File: src/rtl/spi_shift_ctrl.sv
// rtl/spi_shift_ctrl.sv - mode-0 SPI master byte engine around a BitShift8L shifter
// Optional auto chip-select: define SPI_CS_AUTO_EN to get the csn port.

module bit_shift8l (
    input  logic       clk,
    input  logic       reset,
    input  logic       load,
    input  logic       shift,
    input  logic [7:0] d,
    input  logic       in_lsb,
    output logic [7:0] q
);
    always_ff @(posedge clk) begin
        if (reset)
            q <= 8'h00;
        else if (load)
            q <= d;
        else if (shift)
            q <= {q[6:0], in_lsb};
    end
endmodule

module spi_shift_ctrl #(
    parameter int CLK_DIV = 4
) (
    input  logic       clk,
    input  logic       reset,
    input  logic       start,
    input  logic [7:0] tx_data,
    output logic       busy,
    output logic       done,
    output logic [7:0] rx_data,
    output logic       sck,
    output logic       mosi,
    input  logic       miso
`ifdef SPI_CS_AUTO_EN
    ,
    output logic       csn
`endif
);
    typedef enum logic [1:0] {IDLE, LOW, HIGH, DONE} state_t;

    localparam logic [7:0] DIV_LAST = 8'(CLK_DIV - 1);

    state_t     state;
    logic [2:0] bit_cnt;
    logic [7:0] div_cnt;
    logic       miso_q;
    logic [7:0] sh_q;
    logic       div_last;
    logic       load;
    logic       shift;

    assign div_last = (div_cnt == DIV_LAST);
    assign load     = (state == IDLE) && start;
    assign shift    = (state == HIGH) && div_last;
    assign mosi     = sh_q[7];

    bit_shift8l u_shifter (
        .clk    (clk),
        .reset  (reset),
        .load   (load),
        .shift  (shift),
        .d      (tx_data),
        .in_lsb (miso_q),
        .q      (sh_q)
    );

    always_ff @(posedge clk) begin
        if (reset) begin
            state   <= IDLE;
            busy    <= 1'b0;
            done    <= 1'b0;
            rx_data <= 8'h00;
            sck     <= 1'b0;
            bit_cnt <= 3'd0;
            div_cnt <= 8'd0;
            miso_q  <= 1'b0;
`ifdef SPI_CS_AUTO_EN
            csn     <= 1'b1;
`endif
        end else begin
            done <= 1'b0;
            case (state)
                IDLE: begin
                    if (start) begin
                        state   <= LOW;
                        busy    <= 1'b1;
                        bit_cnt <= 3'd0;
                        div_cnt <= 8'd0;
`ifdef SPI_CS_AUTO_EN
                        csn     <= 1'b0;
`endif
                    end
                end
                LOW: begin
                    if (div_last) begin
                        sck     <= 1'b1;
                        miso_q  <= miso;
                        div_cnt <= 8'd0;
                        state   <= HIGH;
                    end else begin
                        div_cnt <= div_cnt + 8'd1;
                    end
                end
                HIGH: begin
                    if (div_last) begin
                        sck     <= 1'b0;
                        div_cnt <= 8'd0;
                        bit_cnt <= bit_cnt + 3'd1;
                        if (bit_cnt == 3'd7) begin
                            state   <= DONE;
                            done    <= 1'b1;
                            // Capture what the shifter holds after this same-edge 8th shift.
                            rx_data <= {sh_q[6:0], miso_q};
                        end else begin
                            state <= LOW;
                        end
                    end else begin
                        div_cnt <= div_cnt + 8'd1;
                    end
                end
                DONE: begin
                    state <= IDLE;
                    busy  <= 1'b0;
`ifdef SPI_CS_AUTO_EN
                    csn   <= 1'b1;
`endif
                end
                default: state <= IDLE;
            endcase
        end
    end
endmodule

File: config.mk
export PLATFORM = sky130hd
export DESIGN_NAME = spi_shift_ctrl
export DESIGN_NICKNAME = d
export VERILOG_FILES = /design/src/rtl/spi_shift_ctrl.sv
export SDC_FILE = /design/constraint.sdc
export NUM_CORES = 1
export LEC_CHECK = 0
export BUFFER_PORTS_ARGS = -buffer_cell sky130_fd_sc_hd__buf_2
export CORE_ASPECT_RATIO = 0.9
export CORE_MARGIN = 10
export CORE_UTILIZATION = 40
export DETAILED_ROUTE_END_ITERATION = 12
export GPL_ROUTABILITY_DRIVEN = 0
export PLACE_DENSITY = 0.67
export SYNTH_ARGS = -nofsm -noshare
export SYNTH_HDL_FRONTEND = slang
export SYNTH_HIERARCHICAL = 1
export SYNTH_SLANG_ARGS = --single-unit
File: constraint.sdc
create_clock -name clk -period 2.2 [get_ports clk]
set_clock_uncertainty 0.05 [all_clocks]
set_input_delay 0.44 -clock clk [delete_from_list [all_inputs] [get_ports clk]]
set_output_delay 0.44 -clock clk [all_outputs]
set_load 0.005 [all_outputs]
==> impl_metrics.py, run 1 <==
metrics = {
    "sta": {
        "worstMarginPinSlew_ns": 0.4966,
        "setup-violations-final": 0,
        "min_period_ns": 1.818,
        "whs_ns": 0.3581,
        "slew_headroom_pct": 66.89,
        "rsz0062_at_grt": "no",
        "max_freq_mhz": 550.1,
        "fin_crit_sh_pct": 82.63,
        "tns_ns": 0,
        "hold_viol_final": 0,
        "maxSlewViolCount": 0,
    },
    "power_and_ir_drop": {
        "total_power_uw": 1868,
        "swShare_pct": 31.03,
        "pwr-share-seq_pct": 38.4,
        "netSwitchingPower_uw": 579.7,
        "p_int_uw": 1289,
        "power.leakage_uw": 0.0008154,
        "peakVddDrop_mv": 0.4542,
        "p_comb_share_pct": 30.5,
        "p_per_area_nw_per_um2": 981.1,
        "clkPwrFrac_pct": 31.1,
    },
    "setup_path": {
        "critPathCaptureType": "flip-flop",
        "r2r_setup_slack_ns": 0.38,
        "reg2reg_to": "state[1]",
        "critPathArrivalTime_ns": 1.97,
        "cpPeakStageDelay_ns": 0.46,
        "r2r_cells": 6,
        "cp_max_fo": 6,
        "cp_top_family": "simple AND/OR/NAND/NOR gates",
        "start_kind": "flip-flop",
        "reg2reg_from": "state[1]",
        "critical_path_buf_inv_count": 2,
        "required_ns": 2.35,
        "path_class": "reg2reg",
        "worstPathCellList": "inv_1 > ha_1 > nor2b_1 > buf_4 > or4_1 > a21oi_1",
        "cp_slowest_cell": "or4_1",
    },
    "logic_synthesis": {
        "async_reset_ff_share_pct": 0,
        "netlist_area_um2": 1587,
        "ys_top_cells_by_area": "dfxtp_1 (42%), mux2i_1 (13%), ha_1 (5.5%), nor2_1 (5.0%), nor2b_1 (3.9%)",
        "syn_nets": 190,
        "synth-edff-count": 0,
        "synth.avg_cell_area_um2": 9.278,
        "ys_seq_elements": 33,
        "synth_cell_types": 36,
        "synth_top_area_share_pct": 41.64,
        "ys_top_cells_by_count": "dfxtp_1 (33), nor2_1 (21), mux2i_1 (20), nor2b_1 (10), nand2_1 (9)",
        "yosysTopAreaCell": "dfxtp_1",
        "syn_inst": 171,
        "ys_dominant_reg_cell": "dfxtp_1",
        "yosys_warnings": 6,
        "synth.most_common_cell": "dfxtp_1",
        "synth_seq_area_share_pct": 41.64,
    },
    "clock_tree": {
        "post_cts.repair.setup_buffers": 0,
        "cts.sinks": 33,
        "cts.clk_slew.worst_paths_ns": 0.06,
        "clock-root-buffer": "clkbuf_8",
        "cts_tree": "yes",
        "cts_hold_buf": 0,
        "worstSkewPairLatency_ns": 0.28,
        "cts_buffer_depth": 2,
        "cts.repair.resized": 0,
        "htreeDepth": 2,
        "cts_buffers": 5,
    },
    "die": {
        "die_w_um": 86.39,
        "coreArea_um2": 3784,
        "die_h_um": 79.75,
        "rows": 21,
        "design.die.area_um2": 6889,
        "io-pin-count": 24,
        "start_util_pct": 41.93,
    },
    "finish": {
        "layout-drive-gt1-share_pct": 22.55,
        "stdcell_area_um2": 1904,
        "antenna_cells": 0,
        "area.growth.synth_to_final_pct": 20.03,
        "finalNonFillerCells": 250,
        "nFillCells": 400,
        "final_nets": 222,
    },
    "drt": {
        "ant_nets": 0,
        "firstDrtPassIters": 4,
        "drt_iter0_drc": 73,
        "routedWlPerCell_um": 13.59,
        "routed_via_density": 5.168,
        "routed-via-count": 1292,
        "remaining_drc_errors": 0,
        "drt-total-wl_um": 3397,
    },
    "place": {
        "dpl_cell_area_um2": 1788,
        "dp.cells": 242,
        "portBuffers": 23,
        "place_hpwl_um": 2463,
    },
    "global_routing": {
        "track_usage_pct": 10.20,
        "grt_pass1_vias": 1264,
        "grt_antenna_before_repair": 0,
        "grt_max_degree": 29,
        "grt_util_met1_pct": 11.90,
        "met2_usage_pct": 15.93,
        "grt_overflow_total": 0,
        "grt_pass1_wl_um": 5782,
        "busiest_layer": "met2",
        "grt_use_met3_pct": 4.082,
    },
    "min_path": {
        "hold_start": "miso",
        "holdPathStages": 3,
        "min_to": "miso_q",
        "hold_class": "in2reg",
    },
    "status": {
        "run_status": "finished clean",
    },
    "flow_run": {
        "cap_violations": 0,
    },
}
==> per-layer routing <==
layer  up-vias  part of all wire (%)
met4         0                   1.6
met5         -                     0
met1       599                    48
met3         7                   5.6
met2        19                    44
li1        667                     -
==> cell families after synthesis <==
group | synth area share, %
flops | 41.64
simple gates | 21.14
compound gates | 15.93
mux | 12.62
buf+inv | 3.153
fa+ha+maj | 5.520
==> flip-flops by register name, summed over array words and instances (netlist names) <==
signal,cells
bit_cnt,3
busy,1
div_cnt,8
done,1
miso_q,1
rx_data,8
sck,1
state,2
u_shifter/q,8
==> layout make-up <==
class                      count  area, µm²  area share (%)
clock inverter                 1      30.03           1.577
clock buffer                   7      86.33           4.533
multi-input combinational    127      875.8           45.99
timing repair buffer          31      175.2           9.198
sequential                    33      660.6           34.69
inverter                       5      18.77          0.9855
tap                           46      57.56           3.022
==> worst register-to-register path, delay by kind of cell (launching register included) <==
family / cells / cell delay [ns]
and+or+nand+nor: 2 / 0.65
AOI/OAI and AO/OA: 1 / 0.15
DFF: 1 / 0.39
adders and majority gates: 1 / 0.25
buffers and inverters: 2 / 0.26
==> placed cells by master (no fill, tap or decap) <==
master / netlist / final
a211oi_1: 8 / 8
or4_1: 1 / 1
o21a_1: 3 / 3
o21ai_0: 7 / 7
or2_2: 1 / 1
a21oi_1: 7 / 7
and2_1: 1 / 1
a21o_1: 2 / 2
buf_2: 1 / 23
nor2_1: 21 / 21
nand3_1: 6 / 6
clkbuf_8: 0 / 6
ha_1: 7 / 7
nand2b_1: 2 / 2
mux2i_1: 20 / 20
a31oi_1: 2 / 2
or3b_1: 1 / 1
and2_2: 1 / 1
inv_1: 4 / 4
inv_2: 1 / 1
nor3_1: 4 / 4
dfxtp_1: 33 / 33
a21oi_2: 1 / 1
nand4_1: 2 / 2
a211oi_4: 1 / 1
nand3b_1: 1 / 1
nand2_1: 9 / 9
nor3_2: 1 / 1
nor2b_1: 10 / 10
buf_4: 0 / 8
nor4b_4: 1 / 1
a22oi_1: 4 / 4
bufinv_16: 0 / 1
o22ai_1: 1 / 1
a21boi_0: 1 / 1
clkbuf_1: 3 / 1
and3_2: 1 / 1
==> per-stage QoR <==
| step | worst slack [ns] | utilization [%] |
|---|---|---|
| floorplan | 0.3786 | - |
| CTS | 0.3861 | 50.33 |
| global route | 0.2537 | 50.33 |
| global placement | 0.4723 | 47.26 |
| finish | 0.3822 | 50.33 |
| detailed placement | 0.4013 | 47.26 |
==> power by group through the flow <==
stage	combinational (µW)	clock, µW	sequential, µW
after floorplan	411	0	718
after global placement	569	0	729
after detailed placement	571	0	732
after CTS	575	594	718
after global routing	639	623	728
final	570	581	718
==> worst max-delay path by stage <==
stage               depth (start not counted)  slack (ns)       start             end
global route                                5        0.25  div_cnt[0]  u_shifter/q[2]
detailed placement                          6        0.40    state[1]        state[1]
global placement                            5        0.47  div_cnt[0]  u_shifter/q[3]
floorplan                                   6        0.38  div_cnt[0]  u_shifter/q[0]
CTS                                         6        0.39    state[1]        state[1]
finish                                      6        0.38    state[1]        state[1]
No activity file was read; power rests on OpenSTA's default activity.
==> inputs of run 2 (changes only) <==
--- a/config.mk
+++ b/config.mk
@@ -11,7 +11,7 @@
 export CORE_UTILIZATION = 40
 export DETAILED_ROUTE_END_ITERATION = 12
 export GPL_ROUTABILITY_DRIVEN = 0
-export PLACE_DENSITY = 0.67
+export PLACE_DENSITY = 0.7
 export SYNTH_ARGS = -nofsm -noshare
 export SYNTH_HDL_FRONTEND = slang
 export SYNTH_HIERARCHICAL = 1
==> constraint.sdc (replaced) <==
create_clock -name clk -period 1.45 [get_ports clk]
set_clock_uncertainty 0.05 [all_clocks]
set_input_delay 0.29 -clock clk [delete_from_list [all_inputs] [get_ports clk]]
set_output_delay 0.29 -clock clk [all_outputs]
set_load 0.005 [all_outputs]
==> impl_metrics.py, run 2 (synthesized netlist as in run 1, its figures left out) <==
metrics = {
    "finish": {
        "antenna_cells": 0,
        "finalNonFillerCells": 276,
        "layout_common_cells": "dfxtp_1 (29), buf_4 (29), buf_2 (23)",
        "layout-drive-gt1-share_pct": 40.87,
        "multiInputGateArea_um2": 969.7,
        "nFillCells": 348,
        "area.growth.synth_to_final_pct": 39.59,
        "post-route-util_pct": 58.53,
        "top_regs": "div_cnt (8), rx_data (8), u_shifter/q (8)",
        "final_nets": 248,
        "register_area_um2": 665.6,
    },
    "global_routing": {
        "grt_pass1_wl_um": 6637,
        "grt_overflow_total": 0,
        "track_usage_pct": 11.89,
        "grt_antenna_before_repair": 0,
        "grt_max_degree": 26,
        "grt_pass1_vias": 1447,
    },
    "die": {
        "rows": 21,
        "die_w_um": 86.39,
        "start_util_pct": 41.93,
        "die_h_um": 79.75,
        "design.die.area_um2": 6889,
        "io-pin-count": 24,
        "coreArea_um2": 3784,
    },
    "drt": {
        "ant_nets": 0,
        "drt_iter0_drc": 36,
        "drt-total-wl_um": 3996,
        "firstDrtPassIters": 4,
        "routed-via-count": 1440,
        "routed_via_density": 5.217,
        "routedWlPerCell_um": 14.48,
        "remaining_drc_errors": 0,
    },
    "sta": {
        "setup-violations-final": 30,
        "timing.final.ws_setup_ns": -0.2486,
        "hold_viol_final": 0,
        "min_period_ns": 1.699,
        "maxSlewViolCount": 0,
        "rsz0062_at_grt": "yes",
        "fin_crit_sh_pct": 117.1,
        "slew_headroom_pct": 77.92,
        "max_freq_mhz": 588.7,
        "worstMarginPinSlew_ns": 0.3311,
    },
    "min_path": {
        "hold_class": "in2reg",
    },
    "power_and_ir_drop": {
        "p_per_area_nw_per_um2": 1469,
        "total_power_uw": 3254,
        "power.leakage_uw": 0.0009607,
        "peakVddDrop_mv": 0.7379,
    },
    "setup_path": {
        "cp_max_fo": 4,
        "cpPeakStageDelay_ns": 0.42,
        "start_kind": "flip-flop",
        "critPathCaptureType": "flip-flop",
        "cp_top_family": "simple AND/OR/NAND/NOR gates",
        "cp_slowest_cell": "or4_4",
        "worstPathCellList": "ha_4 > nor4b_4 > buf_4 > a21oi_2 > or4_4 > a21oi_2",
        "required_ns": 1.63,
        "path_class": "reg2reg",
        "critPathArrivalTime_ns": 1.88,
        "critical_path_buf_inv_count": 1,
        "crit_top_cell": "a21oi_2",
    },
    "clock_tree": {
        "cts_buffers": 5,
        "worstSkewPairLatency_ns": 0.29,
        "cts.sinks": 33,
        "clock-root-buffer": "clkbuf_8",
        "cts.clk_slew.worst_paths_ns": 0.07,
        "htreeDepth": 2,
        "cts_buffer_depth": 2,
        "cts_tree": "yes",
        "cts_hold_buf": 0,
    },
    "status": {
        "run_status": "complete, but fails checks",
        "failed_checks": "setup timing",
    },
    "flow_run": {
        "cap_violations": 0,
    },
    "place": {
        "place_hpwl_um": 2734,
        "dp.cells": 264,
        "portBuffers": 23,
        "pre_cts_ws_ns": -0.1876,
    },
}
-- run 2: cell types whose count changed in the layout (fill, tap and decap cells not counted), moves of 3 or more --
| cell | change |
|---|---|
| buf_4 | +21 |
| inv_1 | -3 |
| buf_6 | +3 |
| a22oi_1 | -3 |
| inv_2 | +3 |
| dfxtp_2 | +4 |
| dfxtp_1 | -4 |
| a22oi_2 | +3 |
-- run 2: repair_timing --
item,CTS,global route
endpoints found under the hold margin,0,0
setup buffers,2,1
pin swaps,14,4
gates cloned,1,0
endpoints found under the setup margin,30,32
resized for setup,12,7
-- run 2: path summary, 6_finish.rpt --
path	from	to	slack, ns	cells after the start
max reg2reg	div_cnt[1]	state[1]	-0.25	6
min reg2reg	bit_cnt[1]	bit_cnt[1]	0.43	2
min	miso	miso_q	0.21	3
max	div_cnt[1]	state[1]	-0.25	6
-- run 2: layer usage --
metal	vias to the layer above	global-route usage [%]	share of wire [%]
met1	688	14.02	45
met3	6	4.694	4.8
met4	0	5.016	1.5
met5	-	0	0
li1	723	-	-
met2	23	18.73	49
-- run 2: where the power goes --
| group | internal, µW | switching, µW |
|---|---|---|
| registers | 1020 | 82.5 |
| clock network | 560 | 346 |
| logic | 637 | 612 |
-- run 2: worst min-delay path, stage by stage --
cell and delay [ns]:
buf_2 0.08, mux2i_1 0.05, nor2_1 0.09
-- run 2: stage by stage --
step / setup TNS, ns / area (µm²) / hold WS, ns
2_1_floorplan: -3.560 / 1629 / 0.3839
3_3_place_gp: -1.432 / 2002 / 0.4151
3_5_place_dp: -2.681 / 2002 / 0.4287
4_1_cts: -2.871 / 2181 / 0.2166
5_1_grt: -7.120 / 2215 / 0.2181
6_report: -3.819 / 2215 / 0.2096
-- run 2: area by class of cell --
class | instances | area share (%)
Tap cell | 46 | 2.599
Clock buffer | 7 | 3.898
Sequential cell | 33 | 30.06
Multi-Input combinational cell | 128 | 43.79
Clock inverter | 1 | 1.356
Timing Repair Buffer | 56 | 17.46
Inverter | 5 | 0.8475
==> inputs of run 3 (changes only) <==
--- a/config.mk
+++ b/config.mk
@@ -7,11 +7,11 @@
 export LEC_CHECK = 0
 export BUFFER_PORTS_ARGS = -buffer_cell sky130_fd_sc_hd__buf_2
 export CORE_ASPECT_RATIO = 0.9
-export CORE_MARGIN = 10
 export CORE_UTILIZATION = 40
 export DETAILED_ROUTE_END_ITERATION = 12
 export GPL_ROUTABILITY_DRIVEN = 0
 export PLACE_DENSITY = 0.7
+export SETUP_SLACK_MARGIN = 0.3
 export SYNTH_ARGS = -nofsm -noshare
 export SYNTH_HDL_FRONTEND = slang
 export SYNTH_HIERARCHICAL = 1
==> impl_metrics.py, run 3 (synthesized netlist as in run 1, its figures left out) <==
metrics = {
    "setup_path": {
        "setup.worst_path.start": "div_cnt[1]",
        "cp_slowest_cell": "or3b_1",
        "cp_top_family": "simple AND/OR/NAND/NOR gates",
        "path_class": "reg2reg",
        "start_kind": "flip-flop",
        "cp_max_fo": 3,
        "critPathArrivalTime_ns": 1.75,
        "critPathCaptureType": "flip-flop",
        "cpPeakStageDelay_ns": 0.37,
        "worstPathCellList": "ha_4 > nor4b_4 > buf_4 > a211oi_4 > or3b_1 > a31oi_1",
        "required_ns": 1.60,
        "critical_path_buf_inv_count": 1,
        "reg2reg_from": "div_cnt[1]",
    },
    "die": {
        "io-pin-count": 24,
        "design.die.area_um2": 4222,
        "die_h_um": 61.75,
        "die_w_um": 68.39,
        "coreArea_um2": 3757,
        "start_util_pct": 42.22,
        "rows": 21,
    },
    "global_routing": {
        "grt_overflow_total": 0,
        "grt_antenna_before_repair": 0,
        "track_usage_pct": 18.32,
        "grt_pass1_vias": 1230,
        "grt_max_degree": 20,
        "grt_pass1_wl_um": 5561,
    },
    "sta": {
        "setup-violations-final": 24,
        "maxSlewViolCount": 0,
        "max_freq_mhz": 626.9,
        "worstMarginPinSlew_ns": 0.3613,
        "fin_crit_sh_pct": 110.0,
        "tns_ns": -1.983,
        "hold_viol_final": 0,
        "rsz0062_at_grt": "yes",
        "timing.final.ws_setup_ns": -0.1452,
        "slew_headroom_pct": 75.23,
        "min_period_ns": 1.595,
    },
    "finish": {
        "layout_common_cells": "dfxtp_1 (29), buf_4 (29), buf_2 (23)",
        "finalNonFillerCells": 276,
        "area.growth.synth_to_final_pct": 39.67,
        "top_regs": "div_cnt (8), rx_data (8), u_shifter/q (8)",
        "antenna_cells": 0,
        "layout-drive-gt1-share_pct": 40.00,
        "final_nets": 248,
    },
    "drt": {
        "routedWlPerCell_um": 13.03,
        "firstDrtPassIters": 4,
        "ant_nets": 0,
        "remaining_drc_errors": 0,
        "routed_via_density": 5.210,
        "routed-via-count": 1438,
        "drt-total-wl_um": 3595,
        "drt_iter0_drc": 87,
    },
    "clock_tree": {
        "htreeDepth": 2,
        "worstSkewPairLatency_ns": 0.28,
        "cts_buffer_depth": 2,
        "cts_buffers": 5,
        "cts.clk_slew.worst_paths_ns": 0.07,
        "cts_hold_buf": 0,
        "cts_tree": "yes",
        "cts.sinks": 33,
        "clock-root-buffer": "clkbuf_8",
    },
    "status": {
        "run_status": "complete, but fails checks",
        "failed_checks": "setup timing",
    },
    "flow_run": {
        "cap_violations": 0,
    },
    "min_path": {
        "hold_start": "miso",
        "hold_class": "in2reg",
    },
    "place": {
        "place_hpwl_um": 2379,
        "portBuffers": 23,
        "pre_cts_ws_ns": -0.1426,
        "dp.cells": 264,
    },
    "power_and_ir_drop": {
        "p_per_area_nw_per_um2": 1497,
        "total_power_uw": 3318,
        "power.leakage_uw": 0.0009693,
        "peakVddDrop_mv": 0.8357,
    },
}
==> run 3: changes by cell type in the layout (fill, tap and decap cells not counted), sizes merged <==
| cell | change |
|---|---|
| and3 | -1 |
| and2 | +1 |
==> run 3: stage by stage <==
| stage | instance area [µm²] | hold slack (ns) | util [%] |
|---|---|---|---|
| floorplan | 1632 | 0.3839 | - |
| global placement | 2004 | 0.4201 | 53.35 |
| detailed placement | 2004 | 0.4229 | 53.35 |
| CTS | 2170 | 0.1919 | 57.74 |
| global route | 2216 | 0.2005 | 58.97 |
| finish | 2216 | 0.1919 | 58.97 |
==> run 3: worst min-delay path, delay by kind of cell <==
kind	cells	cell delay, ns
buffers and inverters	1	0.08
and+or+nand+nor	1	0.07
muxes	1	0.05
==> run 3: path summary, 6_finish.rpt <==
check / endpoint / slack [ns] / depth (start not counted)
worst min-delay path: miso_q / 0.19 / 3
worst max-delay path: div_cnt[5] / -0.15 / 6
worst max register to register: div_cnt[5] / -0.15 / 6
worst min register to register: bit_cnt[1] / 0.45 / 2
==> run 3: repair_timing <==
| item | CTS | global route |
|---|---|---|
| cloned | 1 | 0 |
| pin swaps | 1 | 4 |
| resized for setup | 6 | 10 |
| buffers inserted | 2 | 1 |
| setup endpoints to repair | 33 | 33 |
==> run 3: cell type report <==
class,count,area [µm²]
Fill cell,327,1541
Inverter,5,18.77
Clock inverter,1,30.03
Tap cell,46,57.56
Multi-Input combinational cell,128,970.9
Clock buffer,7,86.33
Timing Repair Buffer,56,386.6
Sequential cell,33,665.6
==> run 3: where the power goes <==
group | switching, µW | internal (µW) | total (µW)
combinational | 644 | 695 | 1340
clock | 327 | 560 | 887
sequential | 75.3 | 1020 | 1090
total | 1050 | 2270 | 3320
==> run 3: routing by layer <==
| metal | wire [µm] | global-route usage (%) | vias up |
|---|---|---|---|
| met5 | 0 | 0 | - |
| met4 | 37 | 7.738 | 0 |
| met3 | 116 | 7.847 | 4 |
| met2 | 1700 | 26.61 | 26 |
| met1 | 1741 | 23.72 | 679 |
| li1 | - | - | 729 |
